<file path="src/rtl/fwd_pkg.sv">
// Shared types and constants for the operand-forwarding / hazard unit.
// Select code 0 always means "take the operand from the register file".
package fwd_pkg;

   localparam int REG_ADDR_W_DEF = 5;
   localparam int FWD_SEL_RF     = 0;

   typedef logic [REG_ADDR_W_DEF-1:0] reg_addr_t;

   // Forwarding stage k is reached through mux input k+1.
   function automatic int fwd_sel_code(input int stage);
      return stage + 1;
   endfunction

endpackage

</file>
<file path="src/rtl/fwd_scoreboard.sv">
// Busy bit per architectural register for variable-latency results.
// A set and a clear of the same register in one cycle leaves it busy.
module fwd_scoreboard
   import fwd_pkg::*;
#(
   parameter int REG_ADDR_W = REG_ADDR_W_DEF
) (
   input  logic                       clk,
   input  logic                       rst,
   input  logic                       set_en,
   input  logic [REG_ADDR_W-1:0]      set_rd,
   input  logic                       clr_en,
   input  logic [REG_ADDR_W-1:0]      clr_rd,
   output logic [2**REG_ADDR_W-1:0]   busy
);

   logic [2**REG_ADDR_W-1:0] busy_d, busy_q;

   always_comb begin
      busy_d = busy_q;
      if (clr_en) begin
         busy_d[clr_rd] = 1'b0;
      end
      // Applied after the clear: a newer producer for the same register is still pending.
      if (set_en && (set_rd != '0)) begin
         busy_d[set_rd] = 1'b1;
      end
      busy_d[0] = 1'b0;
   end

   always_ff @(posedge clk or posedge rst) begin
      if (rst) begin
         busy_q <= '0;
      end else begin
         busy_q <= busy_d;
      end
   end

   assign busy = busy_q;

endmodule

</file>
<file path="src/rtl/fwd_hazard_unit.sv">
// Operand forwarding select, load-use / scoreboard stall and a saturating
// stall-cycle counter for the EX stage.
module fwd_hazard_unit
   import fwd_pkg::*;
#(
   parameter int REG_ADDR_W = REG_ADDR_W_DEF,
   parameter int NUM_SRC    = 2,
   parameter int NUM_FWD    = 2,
   parameter int SEL_W      = $clog2(NUM_FWD + 1),
   parameter int CNT_W      = 32
) (
   input  logic                                 clk,
   input  logic                                 rst,
   input  logic [NUM_SRC-1:0][REG_ADDR_W-1:0]   ex_rs,
   input  logic [NUM_SRC-1:0]                   ex_rs_used,
   input  logic [NUM_FWD-1:0][REG_ADDR_W-1:0]   fwd_rd,
   input  logic [NUM_FWD-1:0]                   fwd_wren,
   input  logic [NUM_FWD-1:0]                   fwd_ready,
   input  logic                                 lat_issue,
   input  logic [REG_ADDR_W-1:0]                lat_issue_rd,
   input  logic                                 lat_done,
   input  logic [REG_ADDR_W-1:0]                lat_done_rd,
   output logic [NUM_SRC-1:0][SEL_W-1:0]        rs_sel,
   output logic                                 stall,
   output logic [CNT_W-1:0]                     stall_cnt
);

   logic [2**REG_ADDR_W-1:0] busy;
   logic [NUM_SRC-1:0]       sel_rdy;
   logic [NUM_SRC-1:0]       load_haz;
   logic [NUM_SRC-1:0]       sb_haz;
   logic [CNT_W-1:0]         stall_cnt_d, stall_cnt_q;

   always_comb begin
      rs_sel   = '0;
      sel_rdy  = '1;
      load_haz = '0;
      sb_haz   = '0;
      for (int s = 0; s < NUM_SRC; s++) begin
         if (ex_rs_used[s] && (ex_rs[s] != '0)) begin
            // Walk oldest to youngest so the youngest matching producer overrides.
            for (int k = NUM_FWD - 1; k >= 0; k--) begin
               if (fwd_wren[k] && (fwd_rd[k] == ex_rs[s])) begin
                  rs_sel[s]  = SEL_W'(fwd_sel_code(k));
                  sel_rdy[s] = fwd_ready[k];
               end
            end
            load_haz[s] = (rs_sel[s] != SEL_W'(FWD_SEL_RF)) && !sel_rdy[s];
            sb_haz[s]   = busy[ex_rs[s]];
         end
      end
   end

   assign stall = !rst && ((|load_haz) || (|sb_haz));

   fwd_scoreboard #(
      .REG_ADDR_W (REG_ADDR_W)
   ) u_scoreboard (
      .clk    (clk),
      .rst    (rst),
      .set_en (lat_issue && !stall),
      .set_rd (lat_issue_rd),
      .clr_en (lat_done),
      .clr_rd (lat_done_rd),
      .busy   (busy)
   );

   always_comb begin
      stall_cnt_d = stall_cnt_q;
      if (stall && (stall_cnt_q != '1)) begin
         stall_cnt_d = stall_cnt_q + 1'b1;
      end
   end

   always_ff @(posedge clk or posedge rst) begin
      if (rst) begin
         stall_cnt_q <= '0;
      end else begin
         stall_cnt_q <= stall_cnt_d;
      end
   end

   assign stall_cnt = stall_cnt_q;

endmodule

</file>
<file path="config.mk">
export PLATFORM = sky130hd
export DESIGN_NAME = fwd_hazard_unit
export DESIGN_NICKNAME = d
export VERILOG_FILES = /design/src/rtl/fwd_pkg.sv /design/src/rtl/fwd_scoreboard.sv /design/src/rtl/fwd_hazard_unit.sv
export SDC_FILE = /design/constraint.sdc
export NUM_CORES = 1
export LEC_CHECK = 0
export ABC_AREA = 1
export ABC_CLOCK_PERIOD_IN_PS = 6000
export BUFFER_PORTS_ARGS = -buffer_cell sky130_fd_sc_hd__buf_4
export CAP_MARGIN = 15
export CORE_MARGIN = 1.5
export CORE_UTILIZATION = 25
export CTS_CLUSTER_DIAMETER = 120
export CTS_CLUSTER_SIZE = 12
export DETAILED_ROUTE_END_ITERATION = 6
export SYNTH_ARGS = -nofsm -noshare
export SYNTH_HDL_FRONTEND = slang
export SYNTH_SLANG_ARGS = --single-unit
</file>
<file path="constraint.sdc">
create_clock -name clk -period 6 [get_ports clk]
set_input_delay 1.2 -clock clk [delete_from_list [all_inputs] [get_ports clk]]
set_output_delay 1.2 -clock clk [all_outputs]
set_load 0.01 [all_outputs]
</file>
# [After elaboration in Yosys (flattened, before gate mapping)]
# Index checks and enable logic that the tools add are counted.
[op_classes] add_sub_neg=1 n_lt_le_gt_ge=6 eq_ne=5 n_mux=28 bitwise_logic=3 reduce_logical=26
[op_table] operator="two-way mux 32 bit" n=2
[op_table] operator="adder 32 x 1 -> 32 bit, second input constant" n=1
[op_table] operator="bitwise AND 32 bit" n=1
[op_table] operator="inequality test 32 bit, second input constant" n=1
[op_table] operator="inverter 32 bit" n=1
[op_table] operator="OR 32 bit" n=1
[op_table] operator="< comparator 5 x 6 -> 1 bit, second input constant" n=4
[op_table] operator="equality test 5 bit" n=4
[op_table] operator="two-way mux 2 bit" n=8
[op_table] operator="nonzero test 5 bit" n=3
[op_table] operator="logical AND 1 bit" n=14
[op_table] operator="two-way mux 1 bit" n=14
[op_table] operator="binary-select mux 1 bit (select 5 bit)" n=2
[op_table] operator="demux 1 bit (select 5 bit)" n=2
[op_table] operator="greater-or-equal comparator 5 x 1 -> 1 bit, second input constant" n=2
[op_table] operator="zero test 1 bit" n=4
[op_table] operator="nonzero test 2 bit" n=2
[op_table] operator="OR reduction 2 bit" n=2
[op_table] operator="logical OR 1 bit" n=1
[word_totals] reg_bits=63 wordCells=71

# [Longest topological paths before layout]
# Gate-level depths: netlist of run 1.
[depth] word_depth=15 depth_mapped=15 mapped_depth_nobuf=14

# [Hierarchy]
# From an unflattened synthesis of run 1, not the netlist that was laid out.
[hier_totals] hier_cells=777 area_unflattened_um2=4895.9
[by_module_without_submodules] module="fwd_hazard_unit" instances=1 cells_per_inst=577 area_each_um2=3359.5 seq_area_each_um2=800.8
[by_module_without_submodules] module="fwd_scoreboard" instances=1 cells_per_inst=200 area_each_um2=1536.5 seq_area_each_um2=775.7

# [Least setup slack after synthesis of run 1]
# Ideal clock, no wire load.
[synth_path] path_kind="input port to output port" from="in rst" to="out stall" arrival_ns=2.993 path_slack_ns=1.807 path_stages=3 path_cell_list="inv_1 nand2_2 inv_1"
[synth_via] elab_chain_cells=2
[synth_rtl] element="start, declared" line_no="fwd_hazard_unit.sv:13" source="input logic rst,"
[synth_rtl] element="zero test 1 bit (no line)"
[synth_rtl] element="logical AND 1 bit" line_no="fwd_hazard_unit.sv:54" source="assign stall = !rst && ((|load_haz) || (|sb_haz));"
[synth_rtl] element="end, declared" line_no="fwd_hazard_unit.sv:24" source="output logic stall,"
# Every way passes these cells.

# [Worst setup path in the final report of run 1]
[layout_path] from="in ex_rs[0] in the netlist's numbering" to="out stall"
[layout_via] elab_chain_cells=11
[layout_rtl] element="start, declared" line_no="fwd_hazard_unit.sv:14" source="input logic [NUM_SRC-1:0][REG_ADDR_W-1:0] ex_rs,"
[layout_rtl] element="equality test 5 bit" line_no="fwd_hazard_unit.sv:43" source="if (fwd_wren[k] && (fwd_rd[k] == ex_rs[s])) begin"
[layout_rtl] element="logical AND 1 bit" line_no="fwd_hazard_unit.sv:43"
[layout_rtl] element="two-way mux 2 bit / two-way mux 1 bit (equally long branches) (2 in a row)" line_no="fwd_hazard_unit.sv:43"
[layout_rtl] element="two-way mux 2 bit / two-way mux 1 bit (equally long branches)" line_no="fwd_hazard_unit.sv:40" source="if (ex_rs_used[s] && (ex_rs[s] != '0)) begin"
[layout_rtl] element="nonzero test 2 bit / zero test 1 bit (equally long branches)" line_no="fwd_hazard_unit.sv:48" source="load_haz[s] = (rs_sel[s] != SEL_W'(FWD_SEL_RF)) && !sel_rdy[s];"
[layout_rtl] element="logical AND 1 bit" line_no="fwd_hazard_unit.sv:48"
[layout_rtl] element="two-way mux 1 bit" line_no="fwd_hazard_unit.sv:40"
[layout_rtl] element="OR reduction 2 bit" line_no="fwd_hazard_unit.sv:54"
[layout_rtl] element="logical OR 1 bit *" line_no="fwd_hazard_unit.sv:54"
[layout_rtl] element="logical AND 1 bit *" line_no="fwd_hazard_unit.sv:54"
# Mark *: on every way between the ends. The rest lies on a longest branch, timed or not. The select of a mux whose other input is x is not followed.

==> results of run 1 <==
-- worst max-delay path, delay by kind of cell --
| family | cells | cell delay [ns] |
|---|---|---|
| buffers and inverters | 4 | 0.78 |
| AND/OR/NAND/NOR | 10 | 1.19 |
-- per-stage QoR --
| step | instance area [um2] | instances | total power, W | setup slack (ns) | utilization |
|---|---|---|---|---|---|
| after floorplan | 4846 | 736 | 0.0007613 | 1.807 | - |
| after global placement | 5592 | 1051 | 0.0008734 | 1.691 | 0.2969 |
| after detailed placement | 5592 | 1051 | 0.0008767 | 1.633 | 0.2969 |
| after CTS | 5911 | 1067 | 0.001439 | 1.621 | 0.3139 |
| after global routing | 5911 | 1067 | 0.001516 | 1.371 | 0.3139 |
| final | 5911 | 1067 | 0.001422 | 1.601 | 0.3139 |
-- cells by family after synthesis --
kind of cell,Yosys count,share of synthesized area
flops,63,0.3253
compound gates,72,0.09553
fa+ha+maj,1,0.002582
buf+inv,133,0.1185
xor+xnor,31,0.05603
simple gates,436,0.4020
-- cells in the mapped netlist (2+ instances only) --
cell type	instances
xor2_1	20
buf_2	9
nor4_1	10
nor3_1	18
nand2_2	2
xnor2_1	11
nand2_1	222
nand3_2	3
o21ai_1	6
buf_4	4
inv_2	5
buf_1	3
nor3_2	3
o21ai_2	26
nand4_1	46
dfrtp_1	63
nor2_1	65
inv_1	106
buf_6	5
o21ai_0	38
nand3_1	63
-- final timing paths --
check,startpoint,endpoint,cells after the start
setup / recovery,ex_rs[0],stall,14
hold / removal,u_scoreboard.busy[11],u_scoreboard.busy[11],2
setup reg to reg,stall_cnt[0],stall_cnt[25],11
hold reg to reg,u_scoreboard.busy[11],u_scoreboard.busy[11],2
max in group asynchronous,rst,stall_cnt[28],3
min in group asynchronous,rst,u_scoreboard.busy[5],3
-- metal layers --
metal | up-vias | track usage
li1 | 2514 | -
met1 | 2304 | 0.2108
met2 | 184 | 0.2478
met3 | 22 | 0.03197
met4 | 0 | 0.06348
met5 | - | 0
-- registers in the layout, indices dropped and copies added, names as in the netlist --
register and count:
stall_cnt 32, u_scoreboard.busy 31
-- cell usage in the layout, fill, tap and decap left out, drive strengths merged, types with 3 or more instances in the layout --
cell type	instances
nor3	21
nor4	10
clkbuf	12
dfrtp	63
buf	77
nor2	67
nand4	46
o21ai	70
clkinvlp	3
nand2	224
xor2	20
nand3	67
inv	111
xnor2	11
-- area by class of cell --
cell class                 instances  area share
inverter                         111     0.07049
clock inverter                     4    0.008891
multi-input combinational        540      0.4560
timing repair buffer              77     0.09780
clock buffer                      12     0.04509
tap                              260     0.05504
sequential                        63      0.2667
-- where the power goes --
part	switching (W)	total, W	internal (W)
clock network	0.000194	0.000550	0.000355
registers	0.0000590	0.000548	0.000489
logic	0.000207	0.000324	0.000117
total	0.000460	0.00142	0.000961
==> impl_metrics.ini, run 1 <==
[global_route]
overflow = 0
grt_pass1_vias = 4965
grt_pass1_wl_um = 25240
grt_usage = 0.1574
antenna_found_initial = 0
grt_max_degree = 66

[logic_synthesis]
synth_area_leaders = dfrtp_1, nand2_1, inv_1
syn-instance-count = 736
synthFlopType = dfrtp_1
async_flop_share = 1.000
seq_area_frac_synth = 0.3253
synth_top_area_share = 0.3253
syn_area_mm2 = 0.004846
syn_area_per_cell_um2 = 6.584
synth_edf_count = 0
ys_seq_elements = 63
synth_fp_nets = 777
synth_largest_area_cell = dfrtp_1
yosysWarnings = 0
synth_cell_type_count = 29

[setup_path]
crit_path_frequent_cell = nand2_1
crit_fanout = 32
critical_path_class = in -> out
arrival_ns = 3.20
regToRegSetupSlack_ns = 3.32
cp.required_ns = 4.80
slowest_stage = nand2_2
path_cells = buf_4 -> inv_2 -> nand2_1 -> nand2_1 -> nor3_2 -> nand3_1 -> nand2_1 -> nand2_1 -> nand3_1 -> nand2_1 -> nand2_2 -> nand2_2 -> inv_1 -> buf_4
crit_path_end_kind = output pin
slowest_delay_ns = 0.34
crit_path_start_kind = primary input

[flow_run]
maxCapViolations = 0

[cts]
clock-sinks = 63
clock-root-buffer = clkbuf_16
hold_buffers = 0
cts_buffers = 9
clock_latency_ns = 0.33
clock_path_buffers = 2
cts-resized-gates = 0
clk_pin_slew_worst_paths_ns = 0.06
post_cts_buffers = 0
cts_tree = yes
cts_max_level = 3

[cells_and_area]
multi_input_area_mm2 = 0.002695
antennaDiodeCount = 0
drive_gt1_frac = 0.1685
nFillCells = 2080
finalNetCount = 843
final-seq-area_mm2 = 0.001577
area_delta_synth_final_pct = 21.97

[drt]
drc = 0
dr.pass1.iters = 5
top_layer_used = met4
avgRoutedWirePerCell_um = 14.23
via_per_inst = 4.709
ant_nets = 0
dr_wl_met2_um = 6844
wl_met1_um = 7049
wl_met3_um = 1001
wl_um = 15180
first_iter_violations = 305
num_vias = 5024

[floorplanning]
dieArea_mm2 = 0.02023
pin_count = 77
core_area_mm2 = 0.01883
start_util = 0.2573
rows = 50
dieWidth_um = 142.2
die_y_um = 142.2

[placement]
place_hpwl_um = 11380
place_congestion = 0.8863
io_buffers = 76

[outcome]
status = completed

[timing]
fin_tns_setup_ns = 0
fin_crit_sh = 0.7331
relSlewSlack = 0.4202
fin_skew_ns = 0.009029
setup_viol_count_final = 0
finalMaxSlewViolations = 0
hold_viol = 0
holdWs_ns = 0.5129
min_period_ns = 4.399
rsz0062_at_grt = false
clock.fmax_mhz = 227.3
tightest_slew_ns = 0.8698

[power]
vdd_drop_max_mv = 0.1108
p_leak_nw = 2.811
p_per_area_mw_per_mm2 = 240.5

[worst_hold_path]
hold_class = reg -> reg
Power figures use the tool's default switching activity.
==> run 2, diff against run 1 <==
ABC_CLOCK_PERIOD_IN_PS = 3600   (was 6000)
clock period = 3.6 ns   (was 6 ns; I/O delays follow)
==> run 2 against run 1 <==
Net effect: clock skew is 0.0043 ns lower; clock power increased by 55%; critical path type unchanged; power increased by 62%; die area stayed put; largest power group is now sequential cells; cell count hardly changed; critical path depth down 1; global-route usage down 0.36 points; setup slack got worse by 0.97 ns; first-iteration DRC count down 27%.
==> impl_metrics.ini, run 2 (synthesis results as in run 1) <==
[setup_path]
arrival_ns = 2.25
slowest_delay_ns = 0.24
critical_path_class = in -> out
crit_fanout = 20
critPathLaunch = ex_rs[0]
path_buf_inv = 4
slowest_stage = inv_2
crit_family = simple AND/OR/NAND/NOR gates
cp.depth = 13
r2r_start = stall_cnt[0]
path_cells = buf_4 -> inv_2 -> nor2_1 -> nor2_1 -> nand3_1 -> nand2_1 -> nand2_1 -> nand3_1 -> nand2_1 -> nand2_2 -> nand2_2 -> inv_1 -> buf_4
crit_path_frequent_cell = nand2_1
cp.required_ns = 2.88
crit_path_end_kind = output pin
reg2regPathDepth = 11
regToRegSetupSlack_ns = 1.00
crit_path_start_kind = primary input

[cts]
clock-sinks = 63
cts_max_level = 3
cts-resized-gates = 0
clock_path_buffers = 2
clock-root-buffer = clkbuf_16
cts_buffers = 9
cts_tree = yes
post_cts_buffers = 0
clk_pin_slew_worst_paths_ns = 0.05
clock_latency_ns = 0.33
hold_buffers = 0

[floorplanning]
start_util = 0.2573
core_area_mm2 = 0.01883
die_y_um = 142.2
rows = 50
pin_count = 77
dieWidth_um = 142.2
dieArea_mm2 = 0.02023

[worst_hold_path]
hold_class = in -> async

[timing]
tightest_slew_ns = 0.8150
setup_viol_count_final = 0
fin_crit_sh = 0.8250
relSlewSlack = 0.4567
clock.fmax_mhz = 336.7
fin_tns_setup_ns = 0
rsz0062_at_grt = false
finalMaxSlewViolations = 0
min_period_ns = 2.970
fin_skew_ns = 0.004758
hold_viol = 0

[global_route]
overflow = 0
grt_max_degree = 63
grt_usage = 0.1538
antenna_found_initial = 0
grt_pass1_wl_um = 24520
grt_pass1_vias = 4925

[cells_and_area]
layout_commonest_cell = nand2_1
finalNetCount = 844
layout_common_cells = nand2_1, inv_1, buf_4
antennaDiodeCount = 0
area_delta_synth_final_pct = 21.56
largest_reg_flops = 32
drive_gt1_frac = 0.1671
final_cell_area_mm2 = 0.005891

[drt]
wl_um = 15030
num_vias = 5023
drc = 0
avgRoutedWirePerCell_um = 14.08
dr.pass1.iters = 5
ant_nets = 0
via_per_inst = 4.703
first_iter_violations = 222

[placement]
io_buffers = 76
place_congestion = 0.8999
dpl_cell_area_mm2 = 0.005599
place_hpwl_um = 11420

[outcome]
status = completed

[flow_run]
maxCapViolations = 0

[power]
p_leak_nw = 2.814
p_per_area_mw_per_mm2 = 391.5
vdd_drop_max_mv = 0.1632
## run 2: cell count changes in the layout (fill, tap and decap cells not counted)
cell,previous run,this run
clkinv_2,0,3
clkinvlp_4,3,0
clkbuf_1,0,2
clkbuf_8,3,1
buf_4,77,78
## run 2: worst paths after layout
check	endpoint
setup / recovery	stall
min in group clk	u_scoreboard.busy[27]
setup reg to reg	stall_cnt[21]
hold reg to reg	u_scoreboard.busy[27]
hold / removal	stall_cnt[24]
max in group asynchronous	u_scoreboard.busy[28]
## run 2: metrics by stage
step / cells / utilization / power [W] / hold slack, ns / setup WS (ns)
CTS: 1068 / 0.3128 / 0.002325 / 0.2790 / 0.6346
floorplan: 736 / - / 0.001269 / 0.4708 / 0.3674
global placement: 1052 / 0.2973 / 0.001454 / 0.4915 / 0.6269
finish: 1068 / 0.3128 / 0.002306 / 0.2850 / 0.6300
detailed placement: 1052 / 0.2973 / 0.001465 / 0.4961 / 0.5569
global route: 1068 / 0.3128 / 0.002458 / 0.2787 / 0.4624
## run 2: report_power, final
part | internal [W] | total [W] | switching, W
combinational | 0.000197 | 0.000542 | 0.000345
clock | 0.000551 | 0.000852 | 0.000302
sequential | 0.000815 | 0.000912 | 0.0000970
total | 0.00156 | 0.00231 | 0.000743
## run 2: area by class of cell
cell class / count / area (um2)
flip-flops and latches: 63 / 1577
well taps: 260 / 325.3
repair buffers: 78 / 585.6
fillers: 2093 / 12940
multi-input cells: 540 / 2695
clock buffers: 12 / 246.5
clock inverters: 4 / 45.04
inverters: 111 / 416.7
## run 2: metal layers
metal	vias up	GRT usage	wire length [um]
li1	2504	-	-
met1	2297	0.1987	6807
met2	188	0.2501	6779
met3	34	0.03028	1008
met4	0	0.06620	438
met5	-	0	0
